File: src/rtl/switch_input_port_if.sv
// CPU-side bus of the switch input port: read strobe plus held word and status.
// The port drives the slave side; the CPU (or bench) drives the master side.
interface switch_input_port_if;
    logic        rd_en;
    logic [31:0] data_out;
    logic        data_valid;
    logic        overrun;

    // Handshake: data_valid is high while a captured value is waiting.
    // A one-cycle rd_en while data_valid=1 consumes it at that clock edge.
    // rd_en while data_valid=0 is ignored.
    modport master (
        output rd_en,
        input  data_out,
        input  data_valid,
        input  overrun
    );

    modport slave (
        input  rd_en,
        output data_out,
        output data_valid,
        output overrun
    );
endinterface

File: src/rtl/switch_input_port.sv
// Debounced switch/button input port: a debounced button press latches the
// synchronized switches into a CPU-readable holding register.
module switch_input_port #(
    parameter int SW_WIDTH        = 8,
    parameter int DEBOUNCE_CYCLES = 500
) (
    input  logic                clk,
    input  logic                rst,
    input  logic [SW_WIDTH-1:0] sw,
    input  logic                btn,
    output logic                btn_level,
    switch_input_port_if.slave  cpu
);

    localparam int CNT_W = $clog2(DEBOUNCE_CYCLES);
    localparam logic [CNT_W-1:0] CNT_MAX = CNT_W'(DEBOUNCE_CYCLES - 1);

    logic [SW_WIDTH-1:0] sw_meta_q, sw_s_q;
    logic                btn_meta_q, btn_s_q;
    logic                btn_db_q, btn_db_d;
    logic                btn_db_prev_q;
    logic [CNT_W-1:0]    cnt_q, cnt_d;
    logic [SW_WIDTH-1:0] value_q, value_d;
    logic [7:0]          press_cnt_q, press_cnt_d;
    logic                valid_q, valid_d;
    logic                overrun_q, overrun_d;
    logic                press;
    logic [15:0]         value_ext;

    // Debouncer: the synchronized level must differ from the accepted level
    // for DEBOUNCE_CYCLES consecutive samples; any agreement restarts the count.
    always_comb begin
        btn_db_d = btn_db_q;
        cnt_d    = cnt_q;
        if (btn_s_q == btn_db_q) begin
            cnt_d = '0;
        end else if (cnt_q == CNT_MAX) begin
            btn_db_d = btn_s_q;
            cnt_d    = '0;
        end else begin
            cnt_d = cnt_q + CNT_W'(1);
        end
    end

    assign press = btn_db_q & ~btn_db_prev_q;

    // A press always wins over a coinciding read; the read then only clears overrun.
    always_comb begin
        value_d     = value_q;
        press_cnt_d = press_cnt_q;
        valid_d     = valid_q;
        overrun_d   = overrun_q;
        if (press) begin
            value_d     = sw_s_q;
            press_cnt_d = press_cnt_q + 8'd1;
            valid_d     = 1'b1;
            if (valid_q && !cpu.rd_en) begin
                overrun_d = 1'b1;
            end else if (valid_q && cpu.rd_en) begin
                overrun_d = 1'b0;
            end
        end else if (cpu.rd_en && valid_q) begin
            valid_d   = 1'b0;
            overrun_d = 1'b0;
        end
    end

    always_ff @(posedge clk) begin
        if (rst) begin
            sw_meta_q     <= '0;
            sw_s_q        <= '0;
            btn_meta_q    <= 1'b0;
            btn_s_q       <= 1'b0;
            btn_db_q      <= 1'b0;
            btn_db_prev_q <= 1'b0;
            cnt_q         <= '0;
            value_q       <= '0;
            press_cnt_q   <= '0;
            valid_q       <= 1'b0;
            overrun_q     <= 1'b0;
        end else begin
            sw_meta_q     <= sw;
            sw_s_q        <= sw_meta_q;
            btn_meta_q    <= btn;
            btn_s_q       <= btn_meta_q;
            btn_db_q      <= btn_db_d;
            btn_db_prev_q <= btn_db_q;
            cnt_q         <= cnt_d;
            value_q       <= value_d;
            press_cnt_q   <= press_cnt_d;
            valid_q       <= valid_d;
            overrun_q     <= overrun_d;
        end
    end

    // Zero-extend through a 16-bit field so SW_WIDTH=16 needs no empty replication.
    assign value_ext      = 16'(value_q);
    assign cpu.data_out   = {overrun_q, 7'b0, press_cnt_q, value_ext};
    assign cpu.data_valid = valid_q;
    assign cpu.overrun    = overrun_q;
    assign btn_level      = btn_db_q;

endmodule

File: src/flat_wrapper.sv
// flat-port wrapper written by rule: the top's interface ports become plain ports
module switch_input_port_flat 
#(
    parameter int SW_WIDTH        = 8,
    parameter int DEBOUNCE_CYCLES = 500
)
  (clk, rst, sw, btn, btn_level, cpu_rd_en, cpu_data_out, cpu_data_valid, cpu_overrun);
  switch_input_port_if cpu_i ();
  input  logic clk;
  input  logic rst;
  input  logic [SW_WIDTH-1:0] sw;
  input  logic btn;
  output logic btn_level;
  input wire logic [$bits(cpu_i.rd_en)-1:0] cpu_rd_en;
  output wire logic [$bits(cpu_i.data_out)-1:0] cpu_data_out;
  output wire logic [$bits(cpu_i.data_valid)-1:0] cpu_data_valid;
  output wire logic [$bits(cpu_i.overrun)-1:0] cpu_overrun;
  assign cpu_i.rd_en = cpu_rd_en;
  assign cpu_data_out = cpu_i.data_out;
  assign cpu_data_valid = cpu_i.data_valid;
  assign cpu_overrun = cpu_i.overrun;
  switch_input_port #(.SW_WIDTH(SW_WIDTH), .DEBOUNCE_CYCLES(DEBOUNCE_CYCLES)) u_core (.clk(clk), .rst(rst), .sw(sw), .btn(btn), .btn_level(btn_level), .cpu(cpu_i));
endmodule
File: config.mk
export PLATFORM = sky130hd
export DESIGN_NAME = switch_input_port_flat
export DESIGN_NICKNAME = d
export VERILOG_FILES = /design/src/rtl/switch_input_port_if.sv /design/src/rtl/switch_input_port.sv /design/src/flat_wrapper.sv
export SDC_FILE = /design/constraint.sdc
export NUM_CORES = 1
export LEC_CHECK = 0
export CORE_ASPECT_RATIO = 0.5
export CORE_MARGIN = 4
export CORE_UTILIZATION = 41
export CTS_BUF_LIST = sky130_fd_sc_hd__clkbuf_2
export DETAILED_ROUTE_END_ITERATION = 10
export GPL_ROUTABILITY_DRIVEN = 1
export PLACE_DENSITY = 0.69
export SYNTH_ARGS = -nofsm -noshare
export SYNTH_HDL_FRONTEND = slang
export SYNTH_SLANG_ARGS = --single-unit
File: constraint.sdc
create_clock -name clk -period 1.82 [get_ports clk]
set_clock_uncertainty 0.05 [all_clocks]
set_input_delay 0.182 -clock clk [delete_from_list [all_inputs] [get_ports clk]]
set_output_delay 0.182 -clock clk [all_outputs]
set_load 0.01 [all_outputs]
# Word level (Yosys, flattened, before mapping)
# Cells that the tools add are included.
[word_totals] out_inout_bits=35 inputBits=12 wordCells=29 register_bits=47
[op_classes] n_bitwise=3 n_reduce_logical=6 n_eq_ne=2 mux=5 addsub=2
[op_table] op="adder 9 x 1 -> 9 bit (second input constant)" count=1
[op_table] op="equality test 9 bit (second input constant)" count=1
[op_table] op="adder 8 x 1 -> 8 bit (second input constant)" count=1
[op_table] op="two-way mux 1 bit" count=5
[op_table] op="OR reduction 3 bit" count=1
[op_table] op="logical AND 1 bit" count=2
[op_table] op="inverter 1 bit" count=2
[op_table] op="AND reduction 2 bit" count=1
[op_table] op="nonzero test 2 bit" count=1
[op_table] op="AND 1 bit" count=1
[op_table] op="equality test 1 bit" count=1
[op_table] op="logical NOT 1 bit" count=1

# Depth between registers and ports, before layout
# Gate-level depths: netlist of run 1.
[depth] ltp_word=4 mapped_depth=4 ltp_nobuf=4

# Worst setup path before layout of run 1
# OpenSTA, ideal clock, no wires.
[synth_path] kind="reg2reg" startpoint="register u_core.cnt_q[2]" endpoint="register u_core.btn_db_q (netlist: u_core.btn_level)" arrival_time_ns=1.421 slack_ns=0.228 setup_ns=0.121 period_less_slack_ns=1.592 stages_incl_launch_ff=5 t_required_ns=1.649 n_path_buf=1 path_cell_list="dfxtp_1 > buf_2 > or3b_2 > nor3_1 > mux2_2"
[synth_via] elab_chain_cells=2
[synth_lines] element="start, declared" line_no="switch_input_port.sv:22" text="logic [CNT_W-1:0] cnt_q, cnt_d;"
[synth_lines] element="start signal, assigned" line_no="switch_input_port.sv:88" text="cnt_q <= cnt_d;"
[synth_lines] element="equality test 9 bit" line_no="switch_input_port.sv:37" text="end else if (cnt_q == CNT_MAX) begin"
[synth_lines] element="AND reduction 2 bit (no source line)"
[synth_lines] element="end signal, assigned" line_no="switch_input_port.sv:86" text="btn_db_q <= btn_db_d;"
[synth_lines] element="end, declared" line_no="switch_input_port.sv:20" text="logic btn_db_q, btn_db_d;"
# No other way between the ends.
# A chain may end at the register's enable or synchronous reset.

# Worst setup path in the final report of run 1
[layout_path] startpoint="register u_core.press_cnt_q[0]" endpoint="output port cpu_data_out[16]"
[layout_lines] element="start, declared" line_no="switch_input_port.sv:24" text="logic [7:0] press_cnt_q, press_cnt_d;"
[layout_lines] element="start signal, assigned" line_no="switch_input_port.sv:90" text="press_cnt_q <= press_cnt_d;"
[layout_lines] element="end, declared" line_no="flat_wrapper.sv:15" text="output wire logic [$bits(cpu_i.data_out)-1:0] cpu_data_out;"
# No word-level cell between the ends.

==> results.toml, run 1 <==
[status]
status = "finished, final reports clean"

[die]
io_pins = 47
num_rows = 16
initial_utilization_pct = 44.9
dieArea_um2 = 5720
die_x_um = 103
core_um2 = 4120
die_height_um = 55.5

[worst_hold_path]
hold_path_class = "input pin to flop"

[grt]
grt_max_degree = 28
grt_pass1_vias = 1250
antenna_found_initial = 0
grt_use_total_pct = 11.5
grt_overflow = 0
grt_pass1_wl_mm = 5.38

[drt]
wl_per_cell_um = 10.3
ant_nets = 0
drt_wl_total_mm = 3.00
via_per_inst = 4.62
dr.pass1.iters = 4
drtIter0Drc = 48
vias = 1343
drc = 0

[logic_synthesis]
synth_async_sr_flop_share_pct = 0
synth_common_cells = "dfxtp_1 (47), nand2_1 (24), nor2b_1 (24)"
synth_top_area_cell = "dfxtp_1"
netlist_instances = 198
ys.flop_type = "dfxtp_1"
synth.avg_cell_area_um2 = 9.35
synth-seq-cells = 47
ys_warn_count = 0
yosysSeqAreaShare_pct = 50.8
ys_types = 36
syn_area_um2 = 1850
netlist_top_cells_area = "dfxtp_1 (51%), nor2b_1 (8.1%), buf_4 (6.5%), nand2_1 (4.9%), a21oi_1 (4.1%)"
synth.most_common_cell = "dfxtp_1"
synth_edf_count = 0
yosysTopAreaCellShare_pct = 50.8

[placed_design]
numPortBuffers = 31
dp_cells = 283
dpl.hpwl_mm = 2.19
place.gp.congestion = 0.802
placed_area_um2 = 2200

[final_layout]
syn2layout_area_growth_pct = 22.0
final_layout_size_suffix_gt1_share_pct = 10.5
fill_cells = 365
instances_no_fill = 291
num-nets-final = 250
antenna_cells = 0
design_area_um2 = 2260
final_util_pct = 54.8

[timing]
slew_violations = 0
rsz0062_at_grt = "false"
final-hold-violation-count = 0
period_needed_ns = 1.72
tns_ns = 0
min_period_over_period_pct = 94.7
hold_ws_ns = 0.225
max_freq_mhz = 580
final-setup-viol-count = 0

[power_and_ir_drop]
seq_power_share_pct = 66.3
p_leak_nw = 0.800
clkPwrFrac_pct = 28.9
switchingPower_mw = 0.395
p_comb_share_pct = 4.8
power_density_nw_per_um2 = 705
ir_drop_uv = 348
swShare_pct = 24.8
intPower_mw = 1.20

[clocking]
cts_htree_levels = 2
clockBufferDepth = 2
cts_root_buf = "clkbuf_2"
cts_tree = "done"
clock_sinks = 47
cts-hold-fix-buffers = 0
cts.clk_slew.worst_paths_ns = 0.26
clkLatencyLatePin_ns = 0.41
numCtsBuffers = 5

[critical_path]
crit_path_start_kind = "flop"
required_ns = 1.59
critical_path_class = "flop to output port"
cp_data_arrival_time_ns = 1.49
critPathCaptureType = "output port"
cp_max_fo = 5

[flow_run]
max_cap_violations = 0
-- final timing paths --
kind / from / endpoint / slack (ns) / cells past startpoint
max reg2reg: u_core.cnt_q[3] / u_core.btn_level / 0.18 / 3
max: u_core.press_cnt_q[0] / cpu_data_out[16] / 0.1 / 2
min: sw[3] / u_core.sw_meta_q[3] / 0.23 / 2
min reg2reg: u_core.sw_meta_q[1] / u_core.sw_s_q[1] / 0.40 / 1
-- power by group through the flow --
stage / logic (mW) / registers [mW] / clock network (mW)
after floorplan: 0.0678 / 1.07 / 0
after global placement: 0.0753 / 1.08 / 0
after detailed placement: 0.0762 / 1.08 / 0
after CTS: 0.0763 / 1.06 / 0.489
after global routing: 0.0855 / 1.06 / 0.534
final: 0.0761 / 1.06 / 0.461
-- repair_timing --
| item | CTS | global route |
|---|---|---|
| resized for setup | 0 | 2 |
| setup endpoints to repair | 0 | 4 |
| hold endpoints to repair | 0 | 0 |
| setup buffers | 0 | 0 |
-- area by class of cell --
| class | instances | area (um^2) | share of cell area, % |
|---|---|---|---|
| clock buffers | 5 | 25.0 | 1.11 |
| multi-input cells | 135 | 793 | 35.1 |
| inverters | 7 | 26.3 | 1.16 |
| flip-flops and latches | 47 | 942 | 41.7 |
| well taps | 54 | 67.6 | 2.99 |
| repair buffers | 40 | 378 | 16.7 |
| clock inverters | 3 | 27.5 | 1.22 |
-- placed cells by master, fill, tap and decap left out, types with 3 or more instances in the layout --
cell and n:
o21ai_0 3, nor2_1 9, or3_1 3, nand2b_1 3, nand2_1 24, nor2b_1 24
o31ai_1 3, inv_1 7, a21oi_1 15, clkbuf_2 5, conb_1 15, clkdlybuf4s50_1 31
mux2_2 3, nand3_1 6, buf_4 9, dfxtp_1 46, xnor2_1 3
-- registers in the layout (all words and copies together) (netlist names), named ones only --
signal and cells:
u_core.btn_level 1, u_core.cpu.data_valid 1, u_core.value_q 8, u_core.sw_meta_q 8
u_core.press_cnt_q 8, u_core.btn_db_prev_q 1, u_core.cnt_q 9, u_core.btn_s_q 1
u_core.sw_s_q 8, u_core.btn_meta_q 1
-- cell families (layout without fill, tap and decap cells) --
group,Yosys count,in the layout,synth area share [%]
AOI/OAI and AO/OA,29,29,10.3
xor gates and xnor gates,6,6,3.24
adders and majority gates,2,2,1.35
buffers and inverters,30,55,9.46
DFF,47,47,50.8
muxes,3,3,1.82
other,1,15,0.203
and+or+nand+nor,80,80,22.8
-- through the flow --
stage | setup WS (ns) | power [mW]
2_1_floorplan | 0.228 | 1.14
6_report | 0.0968 | 1.59
4_1_cts | 0.0592 | 1.62
5_1_grt | 0.000688 | 1.68
3_5_place_dp | 0.165 | 1.15
3_3_place_gp | 0.212 | 1.15
-- critical path, cell delays in order (launching register included) --
cell and delay [ns]:
dfxtp_1 0.40, buf_4 0.14, clkdlybuf4s50_1 0.54
-- routing by layer --
metal	routed length [um]	track usage, %	part of all wire, %
met5	0	0	0
met4	38	4.43	1.3
met3	177	3.77	5.9
met2	1480	19.7	49
met1	1310	13.1	44
(Power assumes the default switching activity.)
==> run 2: changes to the inputs <==
Settings changed: CORE_UTILIZATION 41 to 48, CTS_BUF_LIST sky130_fd_sc_hd__clkbuf_2 to not set, PLACE_DENSITY 0.69 to 0.79.
==> run 2 against run 1 <==
Against the previous run: non-clock buffer count shrank 3; sequential cell count is the same; sequential share of layout area shrank 0.12 points; combinational power shrank 0.9%; critical endpoint is now u_core.cnt_q[6]; largest cell class unchanged; highest routed layer unchanged.
==> results.toml, run 2 (synthesis gave the netlist of run 1 again) <==
[status]
status = "finished, final reports clean"

[grt]
top_usage_layer = "met2"
use_met1_pct = 15.2
grt_pass1_vias = 1235
grt_overflow = 0
grt_max_degree = 27
grt_util_met2_pct = 24.4
grt_use_total_pct = 13.7
antenna_found_initial = 0
grt_pass1_wl_mm = 5.29
use_met3_pct = 4.34

[final_layout]
num-nets-final = 247
final_common_cell = "dfxtp_1"
mostFrequentLayoutCells = "dfxtp_1 (47), clkdlybuf4s50_1 (31), nor2b_1 (24), nand2_1 (24)"
antenna_cells = 0
regMostFlops = "u_core.cnt_q"
largest_reg_flops = 9
syn2layout_area_growth_pct = 22.2
final_layout_size_suffix_gt1_share_pct = 8.12

[clocking]
clkLatencyLatePin_ns = 0.30
cts_htree_levels = 2
cts_root_buf = "clkbuf_8"
cts_resized = 0
clock_sinks = 47
cts_setup_buffers = 0
numCtsBuffers = 5
cts_tree = "done"
cts-hold-fix-buffers = 0
clockBufferDepth = 2
cts.clk_slew.worst_paths_ns = 0.09

[power_and_ir_drop]
swShare_pct = 22.1
power_density_nw_per_um2 = 770
seq_power_share_pct = 60.3
intPower_mw = 1.36
clkPwrFrac_pct = 35.4
p_comb_share_pct = 4.3
p_leak_nw = 0.794
switchingPower_mw = 0.385
ir_drop_uv = 386

[die]
io_pins = 47
die_height_um = 51.9
die_x_um = 95.8
dieArea_um2 = 4980
core_um2 = 3570
initial_utilization_pct = 51.9
num_rows = 15

[placed_design]
numPortBuffers = 31
place.gp.congestion = 0.725
dpl.hpwl_mm = 2.31

[drt]
vias = 1380
drtIter0Drc = 40
dr.pass1.iters = 4
via_per_inst = 4.84
drc = 0
drt_wl_total_mm = 3.09
ant_nets = 0
wl_per_cell_um = 10.8

[critical_path]
slowest_delay_ns = 0.56
reg2reg_setup_slack_ns = 0.18
cp_cell_sequence = "ha_1, nand3_1, or4b_1, o22ai_1"
rr_endpoint = "u_core.cnt_q[6]"
path_delay_family = "simple AND/OR/NAND/NOR gates"
crit_path_start_kind = "flop"
r2r_start = "u_core.cnt_q[0]"
critical_path_class = "flop to flop"
required_ns = 1.99
critPathCaptureType = "flop"
cp_slowest_cell = "or4b_1"
reg2reg_depth = 4
cp_data_arrival_time_ns = 1.82
cp_max_fo = 5
worst-path-buf-inv = 0

[worst_hold_path]
min_path_cells = 2
min_to = "u_core.sw_meta_q[2]"
hold_path_class = "input pin to flop"
holdCritStartpoint = "sw[2]"

[flow_run]
max_cap_violations = 0

[timing]
rsz0062_at_grt = "false"
final-setup-viol-count = 0
slew_violations = 0
tns_ns = 0
min_period_over_period_pct = 90.3
hold_ws_ns = 0.381
max_freq_mhz = 609
final-hold-violation-count = 0
period_needed_ns = 1.64
==> run 2: worst max path at each step <==
stage / end / slack [ns] / start / cells after the start
6_report: u_core.cnt_q[6] / 0.18 / u_core.cnt_q[0] / 4
5_1_grt: u_core.btn_level / 0.07 / u_core.cnt_q[0] / 4
4_1_cts: u_core.cnt_q[6] / 0.17 / u_core.cnt_q[0] / 4
3_5_place_dp: u_core.cnt_q[6] / 0.19 / u_core.cnt_q[0] / 4
3_3_place_gp: u_core.btn_level / 0.23 / u_core.cnt_q[3] / 3
2_1_floorplan: u_core.btn_level / 0.23 / u_core.cnt_q[2] / 4
==> run 2: power groups by stage <==
stage / sequential [mW] / clock, mW / combinational, mW
final: 1.05 / 0.617 / 0.0754
after global routing: 1.05 / 0.683 / 0.0845
after CTS: 1.05 / 0.639 / 0.0752
after detailed placement: 1.08 / 0 / 0.0752
after global placement: 1.07 / 0 / 0.0728
after floorplan: 1.07 / 0 / 0.0678
==> run 2: per-layer routing <==
layer	up-vias	routed length, um
li1	696	-
met1	637	1330
met2	42	1520
met3	5	192
met4	0	52
met5	-	0
==> run 2: area by class of cell <==
type	instances	area, um^2
multi-input combinational	135	788
clock inverter	2	16.3
timing repair buffer	37	355
inverter	7	26.3
fill	291	1300
tap	51	63.8
clock buffer	6	72.6
sequential	47	941
==> run 2: stage by stage <==
step           worst slack (ns)  total power [mW]  cell area, um^2  std cells  util (%)
2_1_floorplan             0.228              1.14             1900        212         -
3_3_place_gp              0.225              1.15             2170        277      61.0
3_5_place_dp              0.187              1.15             2170        277      61.0
4_1_cts                   0.170              1.77             2260        285      63.5
5_1_grt                  0.0716              1.82             2260        285      63.5
6_report                  0.177              1.74             2260        285      63.5
==> run 3: changes to the inputs <==
Settings changed: CORE_UTILIZATION 48 to 51, PLACE_DENSITY 0.79 to 0.83.
Clock period 1.82 ns to 1.9 ns, I/O delays scaled along.
==> run 3 against run 2 <==
Against the previous run: clock-buffer cell count is the same; design area shrank 0.28%; sequential power shrank 4%; register-to-register slack lost 0.02 ns; first-iteration DRC count grew 20%; largest cell class unchanged.
==> results.toml, run 3 (synthesis gave the netlist of run 1 again) <==
[die]
io_pins = 47
core_um2 = 3450
die_height_um = 50.6
die_x_um = 93.2
dieArea_um2 = 4720
num_rows = 15
initial_utilization_pct = 53.6

[power_and_ir_drop]
power_density_nw_per_um2 = 747
ir_drop_uv = 483
p_leak_nw = 0.792

[clocking]
cts_setup_buffers = 0
clockBufferDepth = 2
cts-hold-fix-buffers = 0
cts.clk_slew.worst_paths_ns = 0.09
numCtsBuffers = 5
clock_sinks = 47
cts_resized = 0
cts_root_buf = "clkbuf_8"
clkLatencyLatePin_ns = 0.31
cts_htree_levels = 2
cts_tree = "done"

[critical_path]
critPathCaptureType = "flop"
worst-path-buf-inv = 0
required_ns = 2.09
crit_path_start_kind = "flop"
cp_max_fo = 8
cp_cell_sequence = "ha_1, nand3_1, or4b_1, o22ai_1"
path_delay_family = "simple AND/OR/NAND/NOR gates"
cp_data_arrival_time_ns = 1.93
slowest_delay_ns = 0.59
critical_path_class = "flop to flop"
cp_slowest_cell = "or4b_1"

[timing]
rsz0062_at_grt = "false"
slew_violations = 0
final-setup-viol-count = 0
tns_ns = 0
max_freq_mhz = 575
min_period_over_period_pct = 91.5
period_needed_ns = 1.74
final-hold-violation-count = 0

[final_layout]
final_common_cell = "dfxtp_1"
instances_no_fill = 284
antenna_cells = 0
mostFrequentLayoutCells = "dfxtp_1 (47), clkdlybuf4s50_1 (31), nor2b_1 (24), nand2_1 (24)"
num-nets-final = 246
fill_cells = 284
syn2layout_area_growth_pct = 21.9
largest_reg_flops = 9
multi_input_area_um2 = 788
regMostFlops = "u_core.cnt_q"
design_area_um2 = 2260
seq_area_um2 = 941
final_layout_size_suffix_gt1_share_pct = 7.73

[drt]
via_per_inst = 4.87
drt_wl_total_mm = 3.31
ant_nets = 0
drtIter0Drc = 48
drc = 0
wl_per_cell_um = 11.7
dr.pass1.iters = 4
vias = 1384

[grt]
grt_pass1_wl_mm = 5.31
grt_use_total_pct = 14.9
grt_pass1_vias = 1279
grt_overflow = 0
antenna_found_initial = 0
grt_max_degree = 24

[placed_design]
placed_area_um2 = 2170
place.gp.congestion = 0.776
numPortBuffers = 31
dpl.hpwl_mm = 2.45
dp_cells = 276

[status]
status = "finished, final reports clean"

[worst_hold_path]
hold_path_class = "input pin to flop"

[flow_run]
max_cap_violations = 0
==> run 3: changes by cell type in the layout (fill, tap and decap cells not counted) <==
cell,previous run,this run
buf_4,6,5
clkinv_4,0,2
clkinvlp_4,1,0
inv_6,1,0
==> run 3: area by class of cell <==
| cell class | instances | share of cell area (%) |
|---|---|---|
| Sequential cell | 47 | 41.7 |
| Timing Repair Buffer | 36 | 15.4 |
| Inverter | 7 | 1.16 |
| Tap cell | 51 | 2.83 |
| Clock buffer | 6 | 3.22 |
| Multi-Input combinational cell | 135 | 34.9 |
| Clock inverter | 2 | 0.776 |
==> run 3: path summary, 6_finish.rpt <==
path	startpoint	to	slack [ns]	depth (start not counted)
setup / recovery	u_core.cnt_q[0]	u_core.cnt_q[6]	0.16	4
setup reg to reg	u_core.cnt_q[0]	u_core.cnt_q[6]	0.16	4
hold / removal	sw[1]	u_core.sw_meta_q[1]	0.37	2
hold reg to reg	u_core.sw_s_q[1]	u_core.value_q[1]	0.39	2
==> run 3: power breakdown <==
group | internal (mW) | switching (mW) | total, mW
Clock | 0.264 | 0.342 | 0.606
Sequential | 1.00 | 0.00465 | 1.01
Combinational | 0.0348 | 0.0376 | 0.0724
==> run 3: routing by layer <==
metal,wire [um],global-route usage (%),vias up
met1,1330,13.7,641
met4,76,9.73,0
met5,0,0,-
li1,-,-,693
met3,206,4.94,9
met2,1690,28.4,41
==> run 3: metrics by stage <==
stage / util, % / hold slack [ns] / total power, mW / worst slack [ns]
after floorplan: - / 0.221 / 1.09 / 0.308
after global placement: 62.8 / 0.367 / 1.10 / 0.283
after detailed placement: 62.8 / 0.378 / 1.10 / 0.180
after CTS: 65.4 / 0.364 / 1.71 / 0.156
after global routing: 65.4 / 0.367 / 1.75 / 0.0606
final: 65.4 / 0.371 / 1.69 / 0.161
